<file path="src/rtl/blink_seq_pkg.sv">
// blink_seq_pkg: shared states, default period and period clamp for the blink sequencer
package blink_seq_pkg;
    typedef enum logic [1:0] {IDLE = 2'd0, LOAD = 2'd1, RUN = 2'd2, DONE = 2'd3} state_t;
    localparam logic [24:0] DEFAULT_PERIOD = 25'd10;
    function automatic logic [31:0] clamp_period(input logic [31:0] p);
        return (p == 32'd0) ? 32'd1 : p;
    endfunction
endpackage

</file>
<file path="src/rtl/period_cnt.sv">
// period_cnt: loadable down-counter with zero flag, load has priority over enable
module period_cnt #(
    parameter int CNT_W = 25
) (
    input  logic             clk,
    input  logic             rst,
    input  logic             load,
    input  logic [CNT_W-1:0] load_val,
    input  logic             en,
    output logic             zero
);
    logic [CNT_W-1:0] count;
    assign zero = (count == '0);
    always_ff @(posedge clk) begin
        if (rst)
            count <= '0;
        else if (load)
            count <= load_val;
        else if (en && !zero)
            count <= count - 1'b1;
    end
endmodule

</file>
<file path="src/rtl/blink_seq_ctrl.sv">
// blink_seq_ctrl: steps an LED through a programmable table of blink periods
module blink_seq_ctrl
    import blink_seq_pkg::*;
#(
    parameter int               CNT_W          = 25,
    parameter int               STEPS          = 4,
    parameter logic [CNT_W-1:0] DEFAULT_PERIOD = CNT_W'(blink_seq_pkg::DEFAULT_PERIOD)
) (
    input  logic                     clk,
    input  logic                     rst,
    input  logic                     start,
    input  logic                     stop,
    input  logic                     repeat_en,
    input  logic                     cfg_we,
    input  logic [$clog2(STEPS)-1:0] cfg_addr,
    input  logic [CNT_W-1:0]         cfg_period,
    output logic                     busy,
    output logic                     done,
    output logic                     tick,
    output logic [$clog2(STEPS)-1:0] step_idx,
    output logic                     led
);
    localparam int AW = $clog2(STEPS);
    state_t           state, next_state;
    logic [CNT_W-1:0] tbl [STEPS];
    logic [AW-1:0]    sel_idx;
    logic [CNT_W-1:0] load_val;
    logic             cnt_load, zero, step_end, last, advance;
    assign step_end = (state == RUN) && zero;
    assign last     = (step_idx == AW'(STEPS - 1));
    assign advance  = step_end && (!last || repeat_en);
    assign load_val = CNT_W'(clamp_period(32'(tbl[sel_idx])) - 32'd1);
    always_comb begin
        next_state = state;
        cnt_load   = 1'b0;
        sel_idx    = step_idx + AW'(1);
        case (state)
            IDLE: next_state = start ? LOAD : IDLE;
            LOAD: begin
                next_state = RUN;
                cnt_load   = 1'b1;
                sel_idx    = step_idx;
            end
            RUN: begin
                cnt_load   = advance;
                next_state = (step_end && !advance) ? DONE : RUN;
            end
            DONE: next_state = IDLE;
            default: next_state = IDLE;
        endcase
        if (stop) begin
            next_state = IDLE;
            cnt_load   = 1'b0;
        end
    end
    always_ff @(posedge clk) begin
        if (rst) begin
            state    <= IDLE;
            led      <= 1'b0;
            busy     <= 1'b0;
            done     <= 1'b0;
            tick     <= 1'b0;
            step_idx <= '0;
            for (int i = 0; i < STEPS; i++) tbl[i] <= DEFAULT_PERIOD;
        end else begin
            state    <= next_state;
            busy     <= (next_state == LOAD) || (next_state == RUN);
            done     <= (state == DONE) && !stop;
            tick     <= step_end && !stop;
            led      <= stop ? 1'b0 : led ^ step_end;
            step_idx <= (stop || (state == IDLE && start)) ? '0 : advance ? step_idx + AW'(1) : step_idx;
            if (cfg_we && (state == IDLE || state == DONE)) tbl[cfg_addr] <= cfg_period;
        end
    end
    period_cnt #(.CNT_W(CNT_W)) u_cnt (
        .clk     (clk),
        .rst     (rst),
        .load    (cnt_load),
        .load_val(load_val),
        .en      (state == RUN),
        .zero    (zero)
    );
endmodule

</file>
<file path="config.mk">
export PLATFORM = sky130hd
export DESIGN_NAME = blink_seq_ctrl
export DESIGN_NICKNAME = d
export VERILOG_FILES = /design/src/rtl/blink_seq_pkg.sv /design/src/rtl/period_cnt.sv /design/src/rtl/blink_seq_ctrl.sv
export SDC_FILE = /design/constraint.sdc
export NUM_CORES = 1
export LEC_CHECK = 0
export BUFFER_PORTS_ARGS = -buffer_cell sky130_fd_sc_hd__clkbuf_2
export CORE_MARGIN = 4
export CORE_UTILIZATION = 45
export CTS_CLUSTER_SIZE = 28
export DETAILED_ROUTE_END_ITERATION = 8
export GPL_ROUTABILITY_DRIVEN = 0
export GPL_TIMING_DRIVEN = 1
export PLACE_DENSITY_LB_ADDON = 0.3
export SYNTH_ARGS = -nofsm -noshare
export SYNTH_HDL_FRONTEND = slang
export SYNTH_SLANG_ARGS = --single-unit
</file>
<file path="constraint.sdc">
create_clock -name clk -period 5.9 [get_ports clk]
set_clock_uncertainty 0.2 [all_clocks]
set_input_delay 1.18 -clock clk [delete_from_list [all_inputs] [get_ports clk]]
set_output_delay 1.18 -clock clk [all_outputs]
set_load 0.01 [all_outputs]
</file>
==> results.ini, run 1 <==
[run_status]
status=complete, no violations

[detailed_routing]
routed_wl_um=20100
viasPerCell=6.09
drt-pass1-iter-count=5
antenna_left=0
drt_first_iter_violations=648
vias=6016
drc=0
wl_per_cell_um=20.3

[die]
start_util_pct=45.9
die_w_um=141
coreArea_um2=17400
rows=48
die-height_um=141
ios=39
dieArea_um2=19900

[power]
p_int_mw=1.90
sw_frac_of_total_pct=25.9
power.leakage_nw=3.20
seqPwrFrac_pct=42.1
clockPowerShare_pct=44.3
ir_worst_vdd_uv=217
power_frac_comb_pct=13.5
switchingPower_uw=663
cellPowerDensity_nw_per_um2=288

[sta]
grt_setup_unrepaired=false
max_slew_margin_pct=35.6
setup_viol=0
fin_crit_ns=5.07
hold_viol=0
max_freq_mhz=197
fin_crit_sh_pct=85.9
drv_slew=0
fin_setup_tns_ns=0
worstMarginPinSlew_ns=0.963

[worst_hold_path]
worstHoldPathCells=2
hold_class=flop to flop

[synth]
synthTopCellsByArea=edfxtp_1 (38%), dfxtp_1 (8.3%), and2_1 (7.8%)
netlist_area_um2=7970
ys_ff_latch=133
ys.warnings.count=0
yosysTopAreaCell=edfxtp_1
syn_inst=730
synth_edf_count=100
synth_ff_type=edfxtp_1
avgSynthCellArea_um2=10.9
async_flop_share_pct=0
ys_seq_area_share_pct=46.0
synth_top_area_share_pct=37.7
synth_nets=770
synth_cell_types=80

[global_routing]
antenna_found_initial=0
gr-total-overflow=0
grt_max_degree=56
grt_pass1_wl_um=32100
grt.total_usage_pct=20.6
grt_pass1_vias=5900

[setup_path]
slowest_stage=a221oi_1
worst-r2r-cell-count=16
path_cells=inv_1 -> ha_1 -> nand2b_1 -> o22ai_1 -> a221oi_1 -> nor4b_1 -> and4b_1 -> a21oi_1 -> ha_1 -> a21boi_0 -> nand4_2 -> a21oi_4 -> nand3_4 -> or3_1 -> a21oi_1 -> a211oi_1
slowest_delay_ns=0.63
crit_arrival_ns=5.13
crit_required_ns=5.96
cp_num_buf_inv=1
cp_max_fo=13
cp_top_family=compound AO/OA/AOI/OAI gates
start_kind=flop
cp-end-kind=flop
critPathKind=flop to flop
worst-path-stages=16

[cts]
clkSlewWorstSetupHoldPaths_ns=0.06
cts_hold_buffers=0
cts_buffers=17
worstSkewPairLatency_ns=0.43
cts_tree=done
cts_resized=0
cts_sinks=133
postCtsSetupRepairBufs=0
cts_root_buf=clkbuf_16
htreeDepth=4
clk_path_buf_depth=2

[run]
cap_viol_max_count=0

[cells_and_area]
multi_input_area_um2=4010
stdcell_count=988
drive_gt1_share_pct=19.0
area_delta_synth_final_pct=11.7
nets=790
fillerInstances=1499
regArea_um2=3670
final_common_cell=edfxtp_1
diodes=0
final_cell_mix=edfxtp_1 (100), and2_1 (99), mux2i_1 (55), clkbuf_2 (38), nor2_1 (35)

[placement]
dp_cells=956
hpwl_um=13300
port-buffer-count=38

## state kept, by name (all words and copies together) (netlist names)
signal	cells
busy	1
step_idx	2
done	1
u_cnt.count	25
tick	1
tbl	100
led	1
state	2
## cells in the mapped netlist, types with 5 or more instances
cell type	count
a22oi_1	15
and3_1	5
inv_1	7
or3_1	5
a21oi_1	22
clkbuf_1	27
or2_2	5
buf_6	9
xor2_1	14
and2_1	99
nand3_1	17
mux2_2	24
nand4_1	12
nor3b_1	7
edfxtp_1	100
o21ai_0	16
nor3_1	22
o22ai_1	15
xnor2_1	10
mux2i_1	56
nor4_1	7
dfxtp_1	33
a31oi_1	6
mux4_2	8
o221ai_1	7
or4_1	6
nor2_1	35
a211oi_1	12
nand2b_1	11
ha_1	7
buf_2	8
nand2_1	29
## layout make-up
type                    count  share of cell area [%]
clock buffers              17                    4.78
clock inverters            15                    2.26
inverters                   7                   0.295
multi-input cells         539                    45.0
flip-flops and latches    133                    41.2
well taps                 225                    3.16
repair buffers             52                    3.31
## tightest hold or removal path: stages (launching register included)
cell	delay [ns]
dfxtp_1	0.32
nand2_1	0.06
a21oi_1	0.05
## routing by layer
| layer | wire (µm) | global-route usage [%] | vias to the layer above |
|---|---|---|---|
| met3 | 1110 | 3.26 | 27 |
| met2 | 9910 | 34.4 | 223 |
| met5 | 0 | 0 | - |
| met4 | 370 | 7.65 | 0 |
| met1 | 8660 | 27.1 | 2985 |
| li1 | - | - | 2781 |
## per-stage QoR
| stage | instance area, µm² | utilization, % | setup WS, ns | total power [mW] | hold slack [ns] |
|---|---|---|---|---|---|
| 5_1_grt | 8910 | 51.3 | 0.497 | 2.65 | 0.314 |
| 6_report | 8910 | 51.3 | 0.832 | 2.56 | 0.283 |
| 3_3_place_gp | 8280 | 47.7 | 0.919 | 1.43 | 0.266 |
| 4_1_cts | 8910 | 51.3 | 0.907 | 2.57 | 0.287 |
| 3_5_place_dp | 8280 | 47.7 | 0.780 | 1.44 | 0.279 |
| 2_1_floorplan | 7970 | - | 1.23 | 1.35 | 0.244 |
## cell families after synthesis
logic type | synth area share (%)
muxes | 13.0
DFF | 46.0
AOI/OAI and AO/OA | 11.8
buffers and inverters | 3.91
xor gates and xnor gates | 2.64
and+or+nand+nor | 21.7
adders and majority gates | 1.10
## power by group through the flow
stage | Sequential [mW] | Combinational [mW] | Clock, mW
5_1_grt | 1.08 | 0.380 | 1.19
2_1_floorplan | 1.09 | 0.257 | 0
6_report | 1.08 | 0.347 | 1.14
3_5_place_dp | 1.10 | 0.341 | 0
4_1_cts | 1.08 | 0.342 | 1.15
3_3_place_gp | 1.09 | 0.335 | 0
## path summary, 6_finish.rpt
check | end | startpoint | slack, ns
min | u_cnt.count[0]$_SDFFE_PP0P_ | u_cnt.count[0]$_SDFFE_PP0P_ | 0.28
max | u_cnt.count[16]$_SDFFE_PP0P_ | state[1]$_SDFF_PP0_ | 0.83
min reg2reg | u_cnt.count[0]$_SDFFE_PP0P_ | u_cnt.count[0]$_SDFFE_PP0P_ | 0.28
max reg2reg | u_cnt.count[16]$_SDFFE_PP0P_ | state[1]$_SDFF_PP0_ | 0.83
Power figures use the tool's default switching activity.
==> inputs of run 2 (changes only) <==
Settings changed: CORE_MARGIN 4 to default.
==> run 2 against run 1 <==
Effect of this change: clock power hardly changed; flip-flop and latch count stayed put; critical path depth stayed put; total power is 0.92% lower; first-iteration DRC count is 27% lower; global-route usage is 2.4 points higher; worst setup slack better by 0.090 ns; fmax is 1.8% higher; clock-buffer cell count is 2 higher; non-clock buffer count stayed put; critical path type unchanged; largest cell class unchanged.
==> results.ini, run 2 (synthesis gave the netlist of run 1 again) <==
[global_routing]
grt_max_degree=45  ; was 56
grt_pass1_vias=6058  ; was 5900
antenna_found_initial=0  ; unchanged
gr-total-overflow=0  ; unchanged
grt.total_usage_pct=23.0  ; was 20.6%
grt_pass1_wl_um=32000  ; was 32100 µm

[run_status]
status=complete, no violations  ; unchanged

[sta]
hold_slack_ns=0.282  ; was 0.283 ns
drv_slew=0  ; unchanged
setup_ws_ns=0.921  ; was 0.832 ns
hold_viol=0  ; unchanged
grt_setup_unrepaired=false  ; unchanged
fin_setup_tns_ns=0  ; unchanged
fin_crit_sh_pct=84.4  ; was 85.9%
setup_viol=0  ; unchanged
fin_crit_ns=4.98  ; was 5.07 ns
max_freq_mhz=201  ; was 197 MHz
worstMarginPinSlew_ns=1.08  ; was 0.963 ns
max_slew_margin_pct=27.4  ; was 35.6%

[cells_and_area]
final_common_cell=edfxtp_1  ; unchanged
nets=790  ; unchanged
top_register=tbl  ; unchanged
top_regs=tbl x100, u_cnt.count x25  ; unchanged
stdcell_count=988  ; unchanged
area_delta_synth_final_pct=11.6  ; was 11.7%
drive_gt1_share_pct=18.6  ; was 19.0%
final_cell_mix=edfxtp_1 (100), and2_1 (99), mux2i_1 (55), clkbuf_2 (38), nor2_1 (35)  ; unchanged
largest_register_ff_count=100  ; unchanged
diodes=0  ; unchanged

[power]
cellPowerDensity_nw_per_um2=285  ; was 288 nW/µm²
ir_worst_vdd_uv=220  ; was 217 µV
power.leakage_nw=3.19  ; was 3.20 nW

[die]
die-height_um=135  ; was 141 µm
rows=48  ; unchanged
die_w_um=135  ; was 141 µm
coreArea_um2=17300  ; was 17400 µm²
start_util_pct=46.1  ; was 45.9%
dieArea_um2=18300  ; was 19900 µm²
ios=39  ; unchanged

[cts]
clk_path_buf_depth=2  ; unchanged
cts_resized=0  ; unchanged
cts_sinks=133  ; unchanged
cts_tree=done  ; unchanged
worstSkewPairLatency_ns=0.42  ; was 0.43 ns
cts_root_buf=clkbuf_16  ; unchanged
cts_buffers=17  ; unchanged
htreeDepth=4  ; unchanged
clkSlewWorstSetupHoldPaths_ns=0.06  ; about the same
postCtsSetupRepairBufs=0  ; unchanged
cts_hold_buffers=0  ; unchanged

[detailed_routing]
drt-pass1-iter-count=6  ; was 5
vias=6048  ; was 6016
drc=0  ; unchanged
wl_per_cell_um=20.2  ; was 20.3 µm
drt_first_iter_violations=473  ; was 648
routed_wl_um=20000  ; was 20100 µm
viasPerCell=6.12  ; was 6.09
antenna_left=0  ; unchanged

[worst_hold_path]
worstHoldPathCells=2  ; unchanged
worstHoldEndpoint=u_cnt.count[0]$_SDFFE_PP0P_  ; unchanged
hp-start=u_cnt.count[0]$_SDFFE_PP0P_  ; unchanged
hold_class=flop to flop  ; unchanged

[placement]
dp_slack_ns=0.819  ; was 0.780 ns
dp_cells=956  ; unchanged
port-buffer-count=38  ; unchanged
hpwl_um=13400  ; was 13300 µm

[setup_path]
crit_arrival_ns=5.14  ; was 5.13 ns
cp_max_fo=13  ; unchanged
cp-end-kind=flop  ; unchanged
cp_num_buf_inv=1  ; unchanged
slowest_delay_ns=0.77  ; was 0.63 ns
crit_required_ns=6.06  ; was 5.96 ns
path_cells=inv_1 -> ha_1 -> nor2b_1 -> a221oi_1 -> o221a_2 -> nand3_1 -> nor3_2 -> a21oi_1 -> ha_1 -> a21boi_0 -> nand4_2 -> a21oi_4 -> nand3_4 -> or3_1 -> a21oi_1 -> o21ba_1  ; was inv_1 -> ha_1 -> nand2b_1 -> o22ai_1 -> a221oi_1 -> nor4b_1 -> and4b_1 -> a21oi_1 -> ha_1 -> a21boi_0 -> nand4_2 -> a21oi_4 -> nand3_4 -> or3_1 -> a21oi_1 -> a211oi_1
r2r_start=state[1]$_SDFF_PP0_  ; unchanged
worst-r2r-cell-count=16  ; unchanged
critPathKind=flop to flop  ; unchanged
reg2reg_to=u_cnt.count[14]$_SDFFE_PP0P_  ; was u_cnt.count[16]$_SDFFE_PP0P_
r2r_setup_slack_ns=0.92  ; was 0.83 ns
cp_top_family=simple AND/OR/NAND/NOR gates  ; was compound AO/OA/AOI/OAI gates
slowest_stage=nor2b_1  ; was a221oi_1
start_kind=flop  ; unchanged

[run]
cap_viol_max_count=0  ; unchanged

==> run 2: how the worst max path moves through the flow <==
stage / start / endpoint / slack, ns / cells past startpoint
final: state[1]$_SDFF_PP0_ / u_cnt.count[14]$_SDFFE_PP0P_ / 0.92 / 16
after global routing: state[1]$_SDFF_PP0_ / u_cnt.count[14]$_SDFFE_PP0P_ / 0.64 / 16
after CTS: state[1]$_SDFF_PP0_ / u_cnt.count[14]$_SDFFE_PP0P_ / 0.94 / 16
after detailed placement: repeat_en / u_cnt.count[14]$_SDFFE_PP0P_ / 0.82 / 15
after global placement: repeat_en / u_cnt.count[16]$_SDFFE_PP0P_ / 1.0 / 15
after floorplan: repeat_en / u_cnt.count[14]$_SDFFE_PP0P_ / 1.23 / 18
==> run 2: final cells by class <==
cell class / count / area, µm²
clock buffers: 19 / 433
fillers: 1529 / 8400
clock inverters: 13 / 181
inverters: 7 / 26.3
multi-input cells: 539 / 4010
flip-flops and latches: 133 / 3670
repair buffers: 52 / 295
well taps: 225 / 282
==> run 2: report_power, final <==
| group | internal (mW) | switching, mW | leakage [nW] |
|---|---|---|---|
| Combinational | 0.137 | 0.210 | 1.61 |
| Clock | 0.705 | 0.407 | 0.289 |
| Sequential | 1.05 | 0.0274 | 1.29 |
| Total | 1.89 | 0.645 | 3.19 |
==> run 2: metal layers <==
layer | vias to the layer above | track usage, % | routed length (µm)
met2 | 248 | 38.0 | 9870
li1 | 2788 | - | -
met4 | 0 | 9.61 | 365
met1 | 2972 | 29.4 | 8620
met5 | - | 0 | 0
met3 | 40 | 4.43 | 1090
==> run 2: per-stage QoR <==
| stage | instance area (µm²) | utilization (%) | power (mW) |
|---|---|---|---|
| 2_1_floorplan | 7970 | - | 1.35 |
| 3_3_place_gp | 8280 | 47.9 | 1.43 |
| 3_5_place_dp | 8280 | 47.9 | 1.44 |
| 4_1_cts | 8900 | 51.4 | 2.54 |
| 5_1_grt | 8900 | 51.4 | 2.62 |
| 6_report | 8900 | 51.4 | 2.54 |
==> run 2: worst reg2reg max path: cells and delay by family, from the launching register on <==
family	cells	cell delay, ns
AOI/OAI and AO/OA	7	1.78
adders and majority gates	2	0.66
buffers and inverters	1	0.09
DFF	1	0.36
and+or+nand+nor	6	1.84
